**src/rtl/store_queue_pkg.sv**
```systemverilog
// Shared types for the store queue: drain/load FSM states and the queued store entry.
package store_queue_pkg;

  localparam int SQ_DEPTH = 4;
  localparam int SQ_AW    = 14;
  localparam int SQ_DW    = 16;
  localparam int SQ_RW    = 8;

  typedef enum logic [2:0] {
    IDLE,
    ST_REQ,
    LD_WAIT_EMPTY,
    LD_REQ,
    LD_ACK
  } sq_state_t;

  typedef struct packed {
    logic [SQ_AW-1:0] addr;
    logic [SQ_DW-1:0] data;
  } sq_entry_t;

endpackage

```
**src/rtl/store_queue_fifo.sv**
```systemverilog
// Circular buffer of posted stores: registered storage, combinational head read,
// power-of-two depth so pointers wrap naturally.
module store_queue_fifo
  import store_queue_pkg::*;
#(
  parameter int DEPTH = SQ_DEPTH
) (
  input  logic      clk,
  input  logic      reset_n,
  input  logic      push,
  input  logic      pop,
  input  sq_entry_t wr_entry,
  output sq_entry_t head,
  output logic      full,
  output logic      empty
);

  localparam int PW = $clog2(DEPTH);

  sq_entry_t       mem [DEPTH];
  logic [PW-1:0]   wr_ptr_reg;
  logic [PW-1:0]   rd_ptr_reg;
  logic [PW:0]     count_reg;
  logic [PW:0]     count_next;

  always_ff @(posedge clk) begin
    if (push) begin
      mem[wr_ptr_reg] <= wr_entry;
    end
  end

  // A simultaneous push and pop leaves the count unchanged, even when full.
  always_comb begin
    count_next = count_reg;
    case ({push, pop})
      2'b10:   count_next = count_reg + 1'b1;
      2'b01:   count_next = count_reg - 1'b1;
      default: count_next = count_reg;
    endcase
  end

  always_ff @(posedge clk) begin
    if (!reset_n) begin
      wr_ptr_reg <= '0;
      rd_ptr_reg <= '0;
      count_reg  <= '0;
    end else begin
      if (push) begin
        wr_ptr_reg <= wr_ptr_reg + 1'b1;
      end
      if (pop) begin
        rd_ptr_reg <= rd_ptr_reg + 1'b1;
      end
      count_reg <= count_next;
    end
  end

  assign head  = mem[rd_ptr_reg];
  assign full  = (count_reg == (PW+1)'(DEPTH));
  assign empty = (count_reg == '0);

endmodule

```
**src/rtl/store_queue.sv**
```systemverilog
// Posted-write buffer between the instruction unit and the memory interface: stores are
// acked early and drained in order; loads go out only once every queued store has drained.
module store_queue
  import store_queue_pkg::*;
#(
  parameter int DEPTH = SQ_DEPTH,
  parameter int AW    = SQ_AW,
  parameter int DW    = SQ_DW,
  parameter int RW    = SQ_RW
) (
  input  logic          clk,
  input  logic          reset_n,
  input  logic          iu_store,
  input  logic          iu_load,
  input  logic [AW-1:0] iu_addr,
  input  logic [DW-1:0] iu_result,
  output logic          iu_mem_done,
  output logic [RW-1:0] iu_data,
  output logic          mi_store,
  output logic          mi_load,
  output logic [AW-1:0] mi_addr,
  output logic [DW-1:0] mi_result,
  input  logic          mi_mem_done,
  input  logic [RW-1:0] mi_data,
  output logic          q_full,
  output logic          q_empty
);

  sq_state_t     state_reg, state_next;
  logic          req_seen_reg, req_seen_next;
  logic          load_pending_reg, load_pending_next;
  logic          ack_reg, ack_next;
  logic [RW-1:0] iu_data_reg, iu_data_next;

  logic          push, pop, load_latch, load_done;
  logic          fifo_full, fifo_empty;
  sq_entry_t     wr_entry, head;

  // Entries use the package widths, so AW/DW are expected to stay at SQ_AW/SQ_DW.
  assign wr_entry.addr = iu_addr;
  assign wr_entry.data = iu_result;

  assign pop        = (state_reg == ST_REQ) && mi_mem_done;
  assign load_done  = (state_reg == LD_REQ) && mi_mem_done;
  // A pop in the same cycle frees the slot, so a full queue still accepts the store.
  assign push       = iu_store && !req_seen_reg && !load_pending_reg && (!fifo_full || pop);
  assign load_latch = iu_load && !iu_store && !req_seen_reg && !load_pending_reg;

  store_queue_fifo #(
    .DEPTH (DEPTH)
  ) u_fifo (
    .clk      (clk),
    .reset_n  (reset_n),
    .push     (push),
    .pop      (pop),
    .wr_entry (wr_entry),
    .head     (head),
    .full     (fifo_full),
    .empty    (fifo_empty)
  );

  always_comb begin
    req_seen_next     = req_seen_reg;
    load_pending_next = load_pending_reg;
    ack_next          = push || load_done;
    iu_data_next      = load_done ? mi_data : iu_data_reg;
    // req_seen holds off re-acceptance until the IU drops both requests.
    if (push || load_latch) begin
      req_seen_next = 1'b1;
    end else if (!iu_store && !iu_load) begin
      req_seen_next = 1'b0;
    end
    if (load_latch) begin
      load_pending_next = 1'b1;
    end else if (state_reg == LD_ACK) begin
      load_pending_next = 1'b0;
    end
  end

  always_comb begin
    state_next = state_reg;
    mi_store   = 1'b0;
    mi_load    = 1'b0;
    mi_addr    = '0;
    mi_result  = '0;
    case (state_reg)
      IDLE: begin
        if (!fifo_empty) begin
          state_next = ST_REQ;
        end else if (load_pending_reg) begin
          state_next = LD_WAIT_EMPTY;
        end
      end
      ST_REQ: begin
        mi_store  = 1'b1;
        mi_addr   = head.addr;
        mi_result = head.data;
        if (mi_mem_done) begin
          state_next = load_pending_reg ? LD_WAIT_EMPTY : IDLE;
        end
      end
      LD_WAIT_EMPTY: begin
        state_next = fifo_empty ? LD_REQ : ST_REQ;
      end
      LD_REQ: begin
        mi_load = 1'b1;
        mi_addr = iu_addr;
        if (mi_mem_done) begin
          state_next = LD_ACK;
        end
      end
      LD_ACK: begin
        state_next = IDLE;
      end
      default: begin
        state_next = IDLE;
      end
    endcase
  end

  always_ff @(posedge clk) begin
    if (!reset_n) begin
      state_reg        <= IDLE;
      req_seen_reg     <= 1'b0;
      load_pending_reg <= 1'b0;
      ack_reg          <= 1'b0;
      iu_data_reg      <= '0;
    end else begin
      state_reg        <= state_next;
      req_seen_reg     <= req_seen_next;
      load_pending_reg <= load_pending_next;
      ack_reg          <= ack_next;
      iu_data_reg      <= iu_data_next;
    end
  end

  assign iu_mem_done = ack_reg;
  assign iu_data     = iu_data_reg;
  assign q_full      = fifo_full;
  assign q_empty     = fifo_empty;

endmodule

```
**config.mk**
```make
export PLATFORM = sky130hd
export DESIGN_NAME = store_queue
export DESIGN_NICKNAME = d
export VERILOG_FILES = /design/src/rtl/store_queue_pkg.sv /design/src/rtl/store_queue_fifo.sv /design/src/rtl/store_queue.sv
export SDC_FILE = /design/constraint.sdc
export NUM_CORES = 1
export LEC_CHECK = 0
export CORE_MARGIN = 4
export CORE_UTILIZATION = 50
export CTS_CLUSTER_DIAMETER = 200
export DETAILED_ROUTE_END_ITERATION = 7
export PLACE_DENSITY = 0.72
export SLEW_MARGIN = 5
export SYNTH_ARGS = -nofsm -noshare
export SYNTH_HDL_FRONTEND = slang
export SYNTH_SLANG_ARGS = --single-unit
```
**constraint.sdc**
```tcl
create_clock -name clk -period 2.75 [get_ports clk]
set_input_delay 0.55 -clock clk [delete_from_list [all_inputs] [get_ports clk]]
set_output_delay 0.55 -clock clk [all_outputs]
set_load 0.02 [all_outputs]
```
==> flow_summary.ini, run 1 <==
[sta]
finalWorstSetupSlack_ns = 0.109
min_period_ns = 2.64
rsz0062_at_grt = no
finalHoldViolCount = 0
fin_worst_skew_ns = 0.00844
fmax_mhz = 379
fin_tns_setup_ns = 0
fin_crit_sh_pct = 96.0
setup_violations = 0
relSlewSlack_pct = 68.0
drv_slew = 0
worst_slew_pin_slew_ns = 0.477

[hold_path]
hold_class = register to register

[setup_path]
worstPathCellList = inv_1, nor3b_2, buf_4, clkdlybuf4s50_1
worstSetupEndpointType = primary output
max_stage_delay_ns = 0.64
worstPathRequired_ns = 2.20
worstPathArrival_ns = 2.09
critPathMaxFanout = 15
crit_family = buffers and inverters
critPathLaunchType = register
cp_slowest_cell = clkdlybuf4s50_1
crit_type = register to primary output
crit_buf_inv = 3

[route]
vias = 3121
topRoutingLayerUsed = met4
vias_per_cell = 5.43
wl_per_cell_um = 18.9
drc = 0
wl_met1_mm = 4.78
antenna_left = 0
dr.pass1.iters = 4
wl_met3_um = 668
routed_wl_mm = 10.9
wl_met2_mm = 5.29
drt_iter0_drc = 163

[floorplan]
rows = 38
die_h_um = 114
die_width_um = 114
start_util_pct = 51.3
dieArea_um2 = 12900
core_um2 = 10900
ios = 86

[synthesis]
synth.area.top_cells = edfxtp_1 (64%), mux4_2 (12%), dfxtp_1 (8.2%)
yosys-top-cells-count = edfxtp_1 (120), mux4_2 (30), dfxtp_1 (23), nand2_1 (22), and2_1 (20)
synth_edf_count = 120
synth_area_um2 = 5590
ys.warnings.count = 0
yosys.area.top_type = edfxtp_1
async_flop_share_pct = 0
yosysUniqueCellTypes = 35
ys_seq_area_share_pct = 72.7
synth.avg_cell_area_um2 = 18.2
synthCells = 307
post-synth-top-area-fraction_pct = 64.5
ys_ff_latch = 143
synth_flop_cell = edfxtp_1
synth_fp_nets = 356
yosysMostFrequentCell = edfxtp_1

[global_route]
grt_pass1_vias = 3289
antenna_found_initial = 0
grt-ovfl-total = 0
grt_first_pass_wirelength_mm = 17.1
grt_max_degree = 20
gr-usage-all-layers_pct = 17.7

[cts]
clock_sinks = 143
numCtsBuffers = 17
clock_latency_ns = 0.52
clock-root-buffer = clkbuf_8
clock_path_buffers = 2
cts_tree = yes
path_clk_slew_ns = 0.06
htreeDepth = 4

[placed_design]
gp_congestion = 0.747
dp_cells = 540
io_buffers = 85
dp_slack_ns = -0.0812
hpwl_mm = 7.05

[status]
status = finished clean

[power]
p_per_area_nw_per_um2 = 820
total_power_mw = 6.08
leakagePower_nw = 2.61
vdd_ir_drop_max_mv = 0.420

[cells_and_area]
stdcell_count = 575
nNetsFinal = 472
syn_to_final_growth_pct = 32.6
drive_above_1_share_pct = 23.4
largest_register_ffs = 120
antenna_cells = 0

[flow_run]
max_cap_viol_count = 0
placed cells by master, fill, tap and decap left out, types with 2 or more instances in the layout:
cell	n
dlygate4sd2_1	22
buf_2	5
xor2_1	2
clkbuf_2	3
clkinv_4	2
nand2_1	22
a22o_1	14
clkdlybuf4s50_1	54
inv_1	9
or3_1	2
mux2i_1	2
dfxtp_2	2
bufinv_16	4
clkinv_2	3
edfxtp_1	120
buf_12	10
buf_4	13
nor2_1	7
a21oi_1	17
and2_1	16
ha_1	5
clkinv_1	4
mux4_2	30
and2_2	4
buf_6	2
o21ai_0	3
dfxtp_1	20
clkbuf_16	16
worst reg2reg max path, delay by kind of cell (launching register included):
kind | cells | cell delay [ns]
and+or+nand+nor | 2 | 0.59
xor gates and xnor gates | 1 | 0.07
adders and majority gates | 2 | 0.39
AOI/OAI and AO/OA | 2 | 0.51
buffers and inverters | 2 | 0.14
DFF | 1 | 0.37
logic make-up after synthesis:
kind of cell / after synthesis / synth area share, %
compound gates: 39 / 5.06
buf+inv: 24 / 1.86
flops: 143 / 72.7
xor+xnor: 2 / 0.313
simple gates: 61 / 6.16
fa+ha+maj: 6 / 1.48
mux: 32 / 12.4
cell type report:
cell class	count	area, um^2
repair buffers	110	1110
multi-input cells	140	1430
flip-flops and latches	143	4070
fillers	727	3470
inverters	11	41.3
clock inverters	13	171
clock buffers	18	418
well taps	140	175
per-stage QoR:
step / area [um^2] / utilization [%] / hold slack (ns)
6_report: 7410 / 68.1 / 0.456
4_1_cts: 7450 / 68.4 / 0.459
5_1_grt: 7410 / 68.1 / 0.482
3_5_place_dp: 6840 / 62.8 / 0.453
3_3_place_gp: 6840 / 62.8 / 0.442
2_1_floorplan: 5590 / - / 0.454
worst paths after layout:
kind	startpoint	endpoint	slack (ns)	cells past startpoint
setup / recovery	state_reg[0]	mi_load	0.11	4
hold / removal	iu_data[7]	iu_data[7]	0.46	2
setup reg to reg	state_reg[1]	u_fifo.count_reg[2]	0.59	9
hold reg to reg	iu_data[7]	iu_data[7]	0.46	2
per-layer routing:
layer	vias up	track usage, %
met4	0	5.05
met1	1578	23.1
met5	-	0
li1	1442	-
met3	18	6.37
met2	83	28.4
where the power goes:
part / switching, mW / internal [mW]
sequential: 0.0706 / 2.48
combinational: 0.657 / 0.602
clock: 0.815 / 1.45
timing repair:
item / 4_1_cts / 5_1_grt
endpoints found under the setup margin: 32 / 8
hold buffers: 0 / 0
buffers inserted: 4 / 0
pin swaps: 0 / 0
gates resized for setup: 48 / 8
cloned: 0 / 0
No activity file was read; power rests on OpenSTA's default activity.
==> inputs of run 2 (changes only) <==
Settings changed: CORE_ASPECT_RATIO from default to 1.2.
==> run 2 against run 1 <==
Net effect: global-route usage decreased by 0.78 points; clock skew rose by 0.0055 ns; wire length fell by 4.3%; core utilization is 1.6 points lower; critical path type unchanged; critical endpoint is now mi_result[10]; highest routed layer unchanged.
==> flow_summary.ini, run 2 (synthesized netlist as in run 1, its figures left out) <==
[status]
status = finished clean

[route]
antenna_left = 0
vias_per_cell = 5.57
drt_iter0_drc = 133
routed_wl_mm = 10.4
drc = 0
vias = 3107
dr.pass1.iters = 4
wl_per_cell_um = 18.6

[cts]
cts_tree = yes
clock_sinks = 143
numCtsBuffers = 17
post_cts_buffers = 0
clock_path_buffers = 2
path_clk_slew_ns = 0.06
clock-root-buffer = clkbuf_16
clock_latency_ns = 0.41
holdBufCountCts = 0
htreeDepth = 4

[power]
p_sw_share_pct = 25.5
leakagePower_nw = 2.53
pwr-share-comb_pct = 21.0
p_seq_share_pct = 43.2
vdd_ir_drop_max_mv = 0.454
clkPwrFrac_pct = 35.8
intPower_mw = 4.40
p_switching_mw = 1.51
p_per_area_nw_per_um2 = 809

[setup_path]
max_stage_delay_ns = 0.52
reg2reg_slack_ns = 0.41
r2r_end = u_fifo.count_reg[2]
worstPathCellList = bufbuf_16, mux4_2, and2_1, dlygate4sd2_1
r2r_cells = 9
worstPathRequired_ns = 2.20
crit_type = register to primary output
timing.rr.start = u_fifo.count_reg[2]
cp_slowest_cell = mux4_2
critPathMaxFanout = 15
crit_family = buffers and inverters
critPathLaunchType = register
worstSetupEndpointType = primary output
crit_buf_inv = 2
worstPathArrival_ns = 2.11

[sta]
fin_crit_sh_pct = 96.9
finalHoldViolCount = 0
rsz0062_at_grt = no
fin_tns_setup_ns = 0
min_period_ns = 2.66
relSlewSlack_pct = 65.8
drv_slew = 0
setup_violations = 0
worst_slew_pin_slew_ns = 0.512
fin_worst_skew_ns = 0.0139
fmax_mhz = 375

[floorplan]
rows = 42
die_width_um = 105
start_util_pct = 50.9
core_um2 = 11000
dieArea_um2 = 12900
ios = 86
die_h_um = 124

[hold_path]
hold_path_startpoint = iu_data[3]
hold_path_depth = 2
hold_class = register to register
min_to = iu_data[3]

[cells_and_area]
fillers = 761
final_core_util_pct = 66.5
drive_above_1_share_pct = 19.5
antenna_cells = 0
final_cell_mix = edfxtp_1 (120), clkdlybuf4s50_1 (55), mux4_2 (30), dlygate4sd2_1 (30), nand2_1 (22)
syn_to_final_growth_pct = 30.6
largest_register_ffs = 120
nNetsFinal = 462
layout_commonest_cell = edfxtp_1
seqCellArea_um2 = 4070
multi_input_area_um2 = 1430

[flow_run]
max_cap_viol_count = 0

[global_route]
gr-usage-all-layers_pct = 17.0
grt_first_pass_wirelength_mm = 16.4
antenna_found_initial = 0
grt_max_degree = 32
grt_pass1_vias = 3227
grt-ovfl-total = 0

[placed_design]
io_buffers = 85
hpwl_mm = 6.18
gp_congestion = 0.750
run 2: worst reg2reg max path, cell delays in order, from the launching register on:
cell and delay (ns):
dfxtp_1 0.35, nor3b_1 0.46, a2111oi_4 0.16, inv_2 0.09, ha_1 0.16, inv_1 0.06
fa_1 0.38, xor2_1 0.16, or3_1 0.31, a21oi_1 0.14
run 2: power groups by stage:
| stage | registers (mW) | logic [mW] | clock network, mW |
|---|---|---|---|
| finish | 2.55 | 1.24 | 2.11 |
| CTS | 2.55 | 1.27 | 2.15 |
| global route | 2.56 | 1.33 | 2.27 |
| floorplan | 2.57 | 0.743 | 0 |
| global placement | 2.58 | 1.32 | 0 |
| detailed placement | 2.59 | 1.33 | 0 |
run 2: stage by stage:
step | cell area, um^2 | cells | hold slack (ns) | setup WS (ns) | total power, mW
2_1_floorplan | 5590 | 307 | 0.454 | 0.141 | 3.32
3_3_place_gp | 6750 | 525 | 0.443 | 0.0988 | 3.90
3_5_place_dp | 6750 | 525 | 0.449 | 0.0137 | 3.92
4_1_cts | 7300 | 558 | 0.457 | 0.0620 | 5.97
5_1_grt | 7300 | 558 | 0.478 | 0.00858 | 6.16
6_report | 7300 | 558 | 0.454 | 0.0852 | 5.90
run 2: cell type report:
class / count / area share [%]
clock buffers: 19 / 5.93
clock inverters: 13 / 1.68
inverters: 11 / 0.566
multi-input cells: 140 / 19.6
flip-flops and latches: 143 / 55.7
well taps: 132 / 2.26
repair buffers: 100 / 14.2
run 2: how the worst max path moves through the flow:
stage	end	slack, ns	depth (start not counted)	start
3_5_place_dp	u_fifo.count_reg[2]	0.01	10	mi_mem_done
2_1_floorplan	u_fifo.count_reg[2]	0.14	9	u_fifo.count_reg[2]
6_report	mi_result[10]	0.09	4	register
5_1_grt	mi_result[10]	0.009	4	register
3_3_place_gp	u_fifo.count_reg[2]	0.1	10	mi_mem_done
4_1_cts	mi_result[10]	0.06	4	register
run 2: routing by layer:
layer | wire (um) | up-vias | GRT usage, %
met5 | 0 | - | 0
met4 | 104 | 0 | 6.07
met3 | 654 | 10 | 6.38
met2 | 5470 | 87 | 29.2
met1 | 4180 | 1583 | 19.6
li1 | - | 1427 | -
run 2: timing repair:
item	4_1_cts	5_1_grt
endpoints found under the setup margin	30	0
resized for setup	31	0
endpoints found under the hold margin	0	0
